--- config.mk ---
export PLATFORM = sky130hd
export DESIGN_NAME = shift_reg_burst
export DESIGN_NICKNAME = d
export VERILOG_FILES = /design/src/rtl/shift_reg_pkg.sv /design/src/rtl/shift_unit.sv /design/src/rtl/shift_reg_burst.sv
export SDC_FILE = /design/constraint.sdc
export NUM_CORES = 1
export LEC_CHECK = 0
export ABC_AREA = 1
export CAP_MARGIN = 20
export CORE_MARGIN = 2
export CORE_UTILIZATION = 35
export DETAILED_ROUTE_END_ITERATION = 8
export PLACE_DENSITY_LB_ADDON = 0.08
export SLEW_MARGIN = 20
export SYNTH_ARGS = -nofsm -noshare
export SYNTH_HDL_FRONTEND = slang
export SYNTH_HIERARCHICAL = 1
export SYNTH_SLANG_ARGS = --single-unit
--- constraint.sdc ---
create_clock -name clk -period 6.24 [get_ports clk]
set_input_delay 1.248 -clock clk [delete_from_list [all_inputs] [get_ports clk]]
set_output_delay 1.248 -clock clk [all_outputs]
set_load 0.01 [all_outputs]
--- src/rtl/shift_reg_pkg.sv ---
// shift_reg_pkg: shared op encodings and FSM states for the burst shift register
package shift_reg_pkg;
    typedef enum logic [2:0] {
        OP_HOLD = 3'b000,
        OP_SHL  = 3'b001,
        OP_SHR  = 3'b010,
        OP_ROL  = 3'b011,
        OP_ROR  = 3'b100,
        OP_ASR  = 3'b101
    } op_e;
    typedef enum logic {IDLE, RUN} state_e;
endpackage

--- src/rtl/shift_unit.sv ---
// shift_unit: combinational next-value and leaving-bit for one shift step
module shift_unit
    import shift_reg_pkg::*;
#(
    parameter int WIDTH = 8
) (
    input  logic [WIDTH-1:0] value,
    input  logic [2:0]       op,
    input  logic             serialIn,
    output logic [WIDTH-1:0] next_value,
    output logic             serialOut
);
    assign next_value = op == OP_SHL ? {value[WIDTH-2:0], serialIn} :
                        op == OP_SHR ? {serialIn, value[WIDTH-1:1]} :
                        op == OP_ROL ? {value[WIDTH-2:0], value[WIDTH-1]} :
                        op == OP_ROR ? {value[0], value[WIDTH-1:1]} :
                        op == OP_ASR ? {value[WIDTH-1], value[WIDTH-1:1]} : value;
    assign serialOut = (op == OP_SHL || op == OP_ROL) ? value[WIDTH-1] :
                       (op == OP_SHR || op == OP_ROR || op == OP_ASR) ? value[0] : 1'b0;
endmodule

--- src/rtl/shift_reg_burst.sv ---
// shift_reg_burst: shift register with single-step ops and counted shift bursts
module shift_reg_burst
    import shift_reg_pkg::*;
#(
    parameter  int WIDTH = 8,
    localparam int CNT_W = $clog2(WIDTH + 1)
) (
    input  logic             clk,
    input  logic             rst,
    input  logic             en,
    input  logic             load,
    input  logic             start,
    input  logic [2:0]       op,
    input  logic [CNT_W-1:0] shamt,
    input  logic [WIDTH-1:0] parallelIn,
    input  logic             serialIn,
    output logic             serialOut,
    output logic [WIDTH-1:0] parallelOut,
    output logic             busy,
    output logic             done
);
    state_e           state, state_nx;
    logic [CNT_W-1:0] cnt, cnt_nx;
    logic [2:0]       op_q, op_nx, op_eff;
    logic [WIDTH-1:0] data, data_nx, shifted;
    logic             done_nx;

    assign busy        = state == RUN;
    assign op_eff      = busy ? op_q : op;
    assign parallelOut = data;

    shift_unit #(.WIDTH(WIDTH)) u_shift (
        .value      (data),
        .op         (op_eff),
        .serialIn   (serialIn),
        .next_value (shifted),
        .serialOut  (serialOut)
    );

    always_comb begin
        state_nx = state;
        cnt_nx   = cnt;
        op_nx    = op_q;
        data_nx  = data;
        done_nx  = 1'b0;
        if (en) begin
            if (state == IDLE) begin
                if (load) begin
                    data_nx = parallelIn;
                end else if (start) begin
                    // a zero-length burst completes at once without entering RUN
                    if (shamt == '0) begin
                        done_nx = 1'b1;
                    end else begin
                        state_nx = RUN;
                        op_nx    = op;
                        cnt_nx   = shamt > CNT_W'(WIDTH) ? CNT_W'(WIDTH) : shamt;
                    end
                end else begin
                    data_nx = shifted;
                end
            end else begin
                data_nx = shifted;
                cnt_nx  = cnt - CNT_W'(1);
                if (cnt == CNT_W'(1)) begin
                    state_nx = IDLE;
                    done_nx  = 1'b1;
                end
            end
        end
    end

    always_ff @(posedge clk or negedge rst) begin
        if (!rst) begin
            state <= IDLE;
            cnt   <= '0;
            op_q  <= OP_HOLD;
            data  <= '0;
            done  <= 1'b0;
        end else begin
            state <= state_nx;
            cnt   <= cnt_nx;
            op_q  <= op_nx;
            data  <= data_nx;
            done  <= done_nx;
        end
    end
endmodule

After elaboration in Yosys (flattened, before gate mapping)
Cells that the tools add are included.

Memories: 0. Register bits after elaboration: 17. ROM bits: 0. RAM bits: 0. Word-level logic and storage cells: 54. Input port bits: 21. Output and inout port bits: 11. Bits in latches: 0.

Reduce and logical (&&, ||, !) cells: 8. Equal/unequal tests: 9. Multiply operators: 0. Bitwise logic cells: 3. Multiplexer cells: 27. $lt $le $gt $ge: 1. Add/sub/neg operators: 1. Div/mod/pow operators: 0. Shifts and indexed selects: 0.

Operators with widths (number): 8-bit two-way mux (7); 4-bit two-way mux (5); 1-bit two-way mux (13); 7-bit two-way mux (1); 3-bit by 2-bit equality test with 1-bit output, second input constant (2); 3-bit equality test, second input constant (2); 5-bit AND reduction (1); 4-bit by 1-bit equality test with 1-bit output, second input constant (1); 4-bit greater-than comparator, second input constant (1); 4-bit logical NOT (1); 4-bit AND reduction (1); 4-bit by 1-bit subtractor with 4-bit output, second input constant (1); 3-bit by 1-bit equality test with 1-bit output, second input constant (1); 1-bit logical OR (3); 3-bit two-way mux (1); 3-bit by 2-bit != test with 1-bit output, second input constant (1); 1-bit NOT (3); 2-bit by 1-bit != test with 1-bit output, second input constant (1); 2-bit != test, second input constant (1); 2-bit AND reduction (1); 2-bit nonzero test (1).

Depth between registers and ports, before layout
Word-level depth: 10. Mapped depth: 16. Gate-level depth less buffers: 15.

Modules after synthesis
The synthesis kept the hierarchy.

By module, submodules not included: shift_reg_burst (sequential area each 425.4 um^2, area each 993.5 um^2, cells an instance 134, times used 1); shift_unit (sequential area each 0.0 um^2, area each 319.1 um^2, cells an instance 66, times used 1).

Worst setup path before layout
No wires, ideal clock.

Path type: input -> output. From: input op[2]. To: output serialOut. Setup slack: 2869 ps. Arrival: 2123 ps. Cell stages on the path: 6. Buffers on the path: 0. Required time: 4992 ps. Cell sequence: nand2_1 o21ai_0 nand2_2 nand2_4 inv_2 o22ai_1.

Word-level cells in the longest chain between the ends: 6. Elaborated cells between the ends (all ways): 11. Those cells by class: eq/ne: 5; mux: 3; reduce/logical: 3.

RTL lines: start: declaration (RTL line shift_reg_burst.sv:13) `input logic [2:0] op,`; 3-bit two-way mux (*) (RTL line shift_reg_burst.sv:29) `assign op_eff = busy ? op_q : op;`; net op_eff[2] (RTL line shift_reg_burst.sv:24) `logic [2:0] op_q, op_nx, op_eff;`; 3-bit by 2-bit equality test with 1-bit output or 3-bit equality test (tied branches) (RTL line shift_unit.sv:19) `(op == OP_SHR || op == OP_ROR || op == OP_ASR) ? value[0] : 1'b0;`; 1-bit logical OR (2 in series) (RTL line shift_unit.sv:19); 1-bit two-way mux (RTL line shift_unit.sv:19); 1-bit two-way mux (*) (RTL line shift_unit.sv:18) `assign serialOut = (op == OP_SHL || op == OP_ROL) ? value[WIDTH-1] :`; end: declaration (RTL line shift_reg_burst.sv:17) `output logic serialOut,`.

Mark *: on every way through the listed nets, which the timed path passes. The rest lies on a longest branch.

Worst setup path after layout
Same ends and word-level chain as after synthesis.

==> impl_results.rst <==
.. list-table::
   :header-rows: 1

   * - Metric
     - Value
   * - Mean routed wirelength per cell
     - 11.7 um
   * - Worst setup slack before clock tree synthesis
     - 1.69 ns
   * - HP Start
     - op_q[2]
   * - Net switching power
     - 0.412 mW
   * - Sequence of cells on the critical path
     - clkdlybuf4s50_1, nand2_1, o21ai_0, inv_2, nand3_2, nand2_4, inv_2, o22ai_1, clkdlybuf4s50_1
   * - Buffer count from post-CTS setup fixing
     - 0
   * - Maximum vdd ir drop
     - 0.160 mV
   * - Normalized max-slew margin
     - 44.6%
   * - Highest fanout seen on the critical path
     - 11
   * - Cell-internal power
     - ~0.42 mW
   * - Worst endpoint required time
     - between 4 and 5 ns
   * - Number of placement rows
     - 22
   * - Flip-flop and latch count after synthesis
     - 17
   * - Detailed-route DRC error count
     - 0
   * - Maximum buffer depth of the clock tree
     - 2
   * - Total number of yosys warnings
     - 6
   * - Slowest stage cell on the critical path
     - sky130_fd_sc_hd__clkdlybuf4s50_1
   * - Crit path arrival time
     - between 3 and 4 ns
   * - Clock input transition at the sequential cells of the worst setup and hold paths
     - 0.07 ns
   * - Global-route wire length before repair
     - 5710 um
   * - Total via count after detailed routing
     - 1,364
   * - Max-cap violations
     - 0
   * - Root cell of the clock tree
     - sky130_fd_sc_hd__clkbuf_8
   * - Number of unique standard cell types used by synthesis
     - 22
   * - Clock sink count
     - 17
   * - Sequential element share of the synthesized area
     - 32.4%
   * - DRT Wirelength
     - 3250 um
   * - Total gr overflow
     - 0
   * - Number of buffers created by CTS
     - 3
   * - Total core area
     - 3630 um2
   * - Largest cells by area after synthesis
     - sky130_fd_sc_hd__dfrtp_1, sky130_fd_sc_hd__nand2_1, sky130_fd_sc_hd__nand3_1
   * - Number of nets at the end of the flow
     - 253
   * - CTS H-Tree Depth
     - 1
   * - Initial DRC count
     - 133
   * - Clock network fraction of total power
     - between 10 and 15%
   * - Final critical-path setup slack
     - 1.66 ns
   * - Static leakage power
     - 0.799 nW
   * - Final setup violation count
     - 0
   * - Vertical extent of the die
     - 65.2 um
   * - Fraction of final layout cells with drive strength greater than 1
     - 8.30%
   * - Areal power density over the cells
     - ~500 nW/um2
   * - Worst-Margin Slew
     - between 0.8 and 0.9 ns
   * - Setup crit end kind
     - output pin
   * - Fin Clk Skew
     - 0.00126 ns
   * - Clock tree from TritonCTS
     - done
   * - Post-route antenna net violation count
     - 0
   * - Number of antenna repair diodes
     - 0
   * - Maximum clock rate
     - between 200 and 250 MHz
   * - Post-synth design cell area
     - around 1300 um2
   * - Worst Hold Path Cells
     - 2
   * - Class of the most critical setup path
     - primary input to output pin
   * - Number of hold violations in the final report
     - 0
   * - Delay of the slowest cell on the worst path
     - 0.56 ns
   * - Commonest non-fill, non-tap cell in the layout
     - sky130_fd_sc_hd__nand2_1
   * - Logic gate share of total power
     - 64.0%
   * - Hold Path Class
     - flop to flop
   * - Area growth from synthesis to layout
     - 27.5%
   * - Routability cong.
     - 0.902
   * - Per-instance average area after synthesis
     - 6.56 um2
   * - Reg-to-reg slack, setup
     - 3.60 ns
   * - FILL cells
     - 376
   * - Half-perimeter wire length after detailed placement
     - 2540 um
   * - Sequential share of power
     - 25.9%
   * - Reg2reg end
     - parallelOut[3]
   * - Boundary Pins
     - 32
   * - Die outline area
     - 4260 um2
   * - End of the worst hold path
     - op_q[2]
   * - Via count of the first global-routing pass
     - approximately 1.3k
   * - Unrepaired setup endpoints after global routing
     - no
   * - Worst setup SP type
     - primary input
   * - Instance count of the mapped netlist
     - 200
   * - Syn_nets
     - approximately 220
   * - Launch point of the worst reg-to-reg path
     - busy
   * - Count of hold-fix buffers inserted at cts
     - 0
   * - Number of cell instances on the worst register-to-register path
     - 13
   * - Most frequent cells in the layout
     - sky130_fd_sc_hd__nand2_1, sky130_fd_sc_hd__clkdlybuf4s50_1, sky130_fd_sc_hd__inv_1
   * - Proportion of total power due to net switching
     - 49.4%
   * - Overall global routing resource usage
     - 17.1%
   * - Starting density of the core
     - 36.1%
   * - Number of max-slew violations in the final report
     - 0
   * - Setup TNS Final
     - 0 ns
   * - Proportion of netlist area held by the largest area contributor
     - around a third
   * - Initial antenna violation count
     - 0
   * - Number of search-and-repair iterations in the first detailed-routing pass
     - 4
   * - Period utilization
     - 73.4%
   * - Via/cell ratio
     - 4.92
   * - Status
     - complete, no violations
   * - Period minus WS final
     - 4.58 ns
   * - Overall die width
     - 65.2 um
   * - Largest net degree at the start of global routing
     - 23
   * - Number of buffer cells added on primary ports
     - 31
   * - CTS resizes
     - 0
   * - Biggest area consumer among synthesized cells
     - sky130_fd_sc_hd__dfrtp_1
   * - Clock insertion delay at the later pin of the skew report
     - 0.25 ns
-- sequential cells by signal, summed over array words and instances, names as in the netlist --
register and count:
busy 1, done 1, op_q 3, parallelOut 8
cnt 4
-- synth_stat cells --
library cell / number
sky130_fd_sc_hd__inv_1: 27
sky130_fd_sc_hd__ha_1: 2
sky130_fd_sc_hd__a22oi_1: 1
sky130_fd_sc_hd__o21ai_0: 21
sky130_fd_sc_hd__o21ai_2: 2
sky130_fd_sc_hd__o22ai_1: 4
sky130_fd_sc_hd__nand2_4: 1
sky130_fd_sc_hd__nand2_2: 5
sky130_fd_sc_hd__dfrtp_1: 17
sky130_fd_sc_hd__nor2_4: 1
sky130_fd_sc_hd__buf_6: 4
sky130_fd_sc_hd__o21ai_1: 3
sky130_fd_sc_hd__a31oi_4: 1
sky130_fd_sc_hd__a21oi_1: 7
sky130_fd_sc_hd__inv_2: 4
sky130_fd_sc_hd__nor2_2: 1
sky130_fd_sc_hd__nor2_1: 12
sky130_fd_sc_hd__nand3b_1: 1
sky130_fd_sc_hd__nand2_1: 59
sky130_fd_sc_hd__nand3_1: 24
sky130_fd_sc_hd__buf_2: 2
sky130_fd_sc_hd__nand3_2: 1
-- worst max-delay path: cells and delay by family --
| kind | cells | cell delay, ns |
|---|---|---|
| and+or+nand+nor | 3 | 0.45 |
| AOI/OAI and AO/OA | 2 | 0.40 |
| buffers and inverters | 4 | 1.22 |
-- final cells by class --
type	instances	area, um2	area share, %
tap	48	60.1	3.59
sequential	17	425	25.4
multi-input combinational	146	716	42.8
inverter	31	116	6.96
timing repair buffer	31	310	18.5
clock buffer	4	45.0	2.69
-- routing by layer --
layer | routed length (um) | GRT usage [%] | vias up
met1 | 1560 | 22.5 | 625
met4 | 23 | 4.69 | 0
met5 | 0 | 0 | -
met3 | 144 | 2.91 | 2
met2 | 1520 | 28.8 | 34
li1 | - | - | 703
-- metrics by stage --
step	area (um2)	util, %	power (mW)	hold slack [ns]	instances
after global routing	1670	46.0	0.935	0.576	277
after detailed placement	1630	44.8	0.750	0.532	273
after CTS	1670	46.0	0.840	0.548	277
final	1670	46.0	0.835	0.544	277
after global placement	1630	44.8	0.743	0.523	273
after floorplan	1310	-	0.599	0.498	200
-- power by group through the flow --
| stage | registers [mW] | clock network, mW | logic, mW |
|---|---|---|---|
| 2_1_floorplan | 0.217 | 0 | 0.382 |
| 3_3_place_gp | 0.218 | 0 | 0.525 |
| 3_5_place_dp | 0.218 | 0 | 0.532 |
| 4_1_cts | 0.216 | 0.0892 | 0.534 |
| 5_1_grt | 0.224 | 0.0942 | 0.616 |
| 6_report | 0.216 | 0.0848 | 0.534 |
-- worst max path at each step --
stage | slack, ns | from | to
final | 1.66 | op[2] | serialOut
after global routing | 1.48 | op[2] | serialOut
after CTS | 1.68 | op[2] | serialOut
after detailed placement | 1.69 | op[2] | serialOut
after global placement | 1.79 | op[2] | serialOut
after floorplan | 2.87 | op[2] | serialOut
-- cell families (layout without fill, tap and decap cells) --
kind of cell / Yosys count / after routing / share of synthesized area (%)
adders and majority gates: 2 / 2 / 1.91
AOI/OAI and AO/OA: 39 / 39 / 17.3
DFF: 17 / 17 / 32.4
and+or+nand+nor: 105 / 105 / 35.4
buffers and inverters: 37 / 66 / 13.1
(Power assumes the default switching activity.)
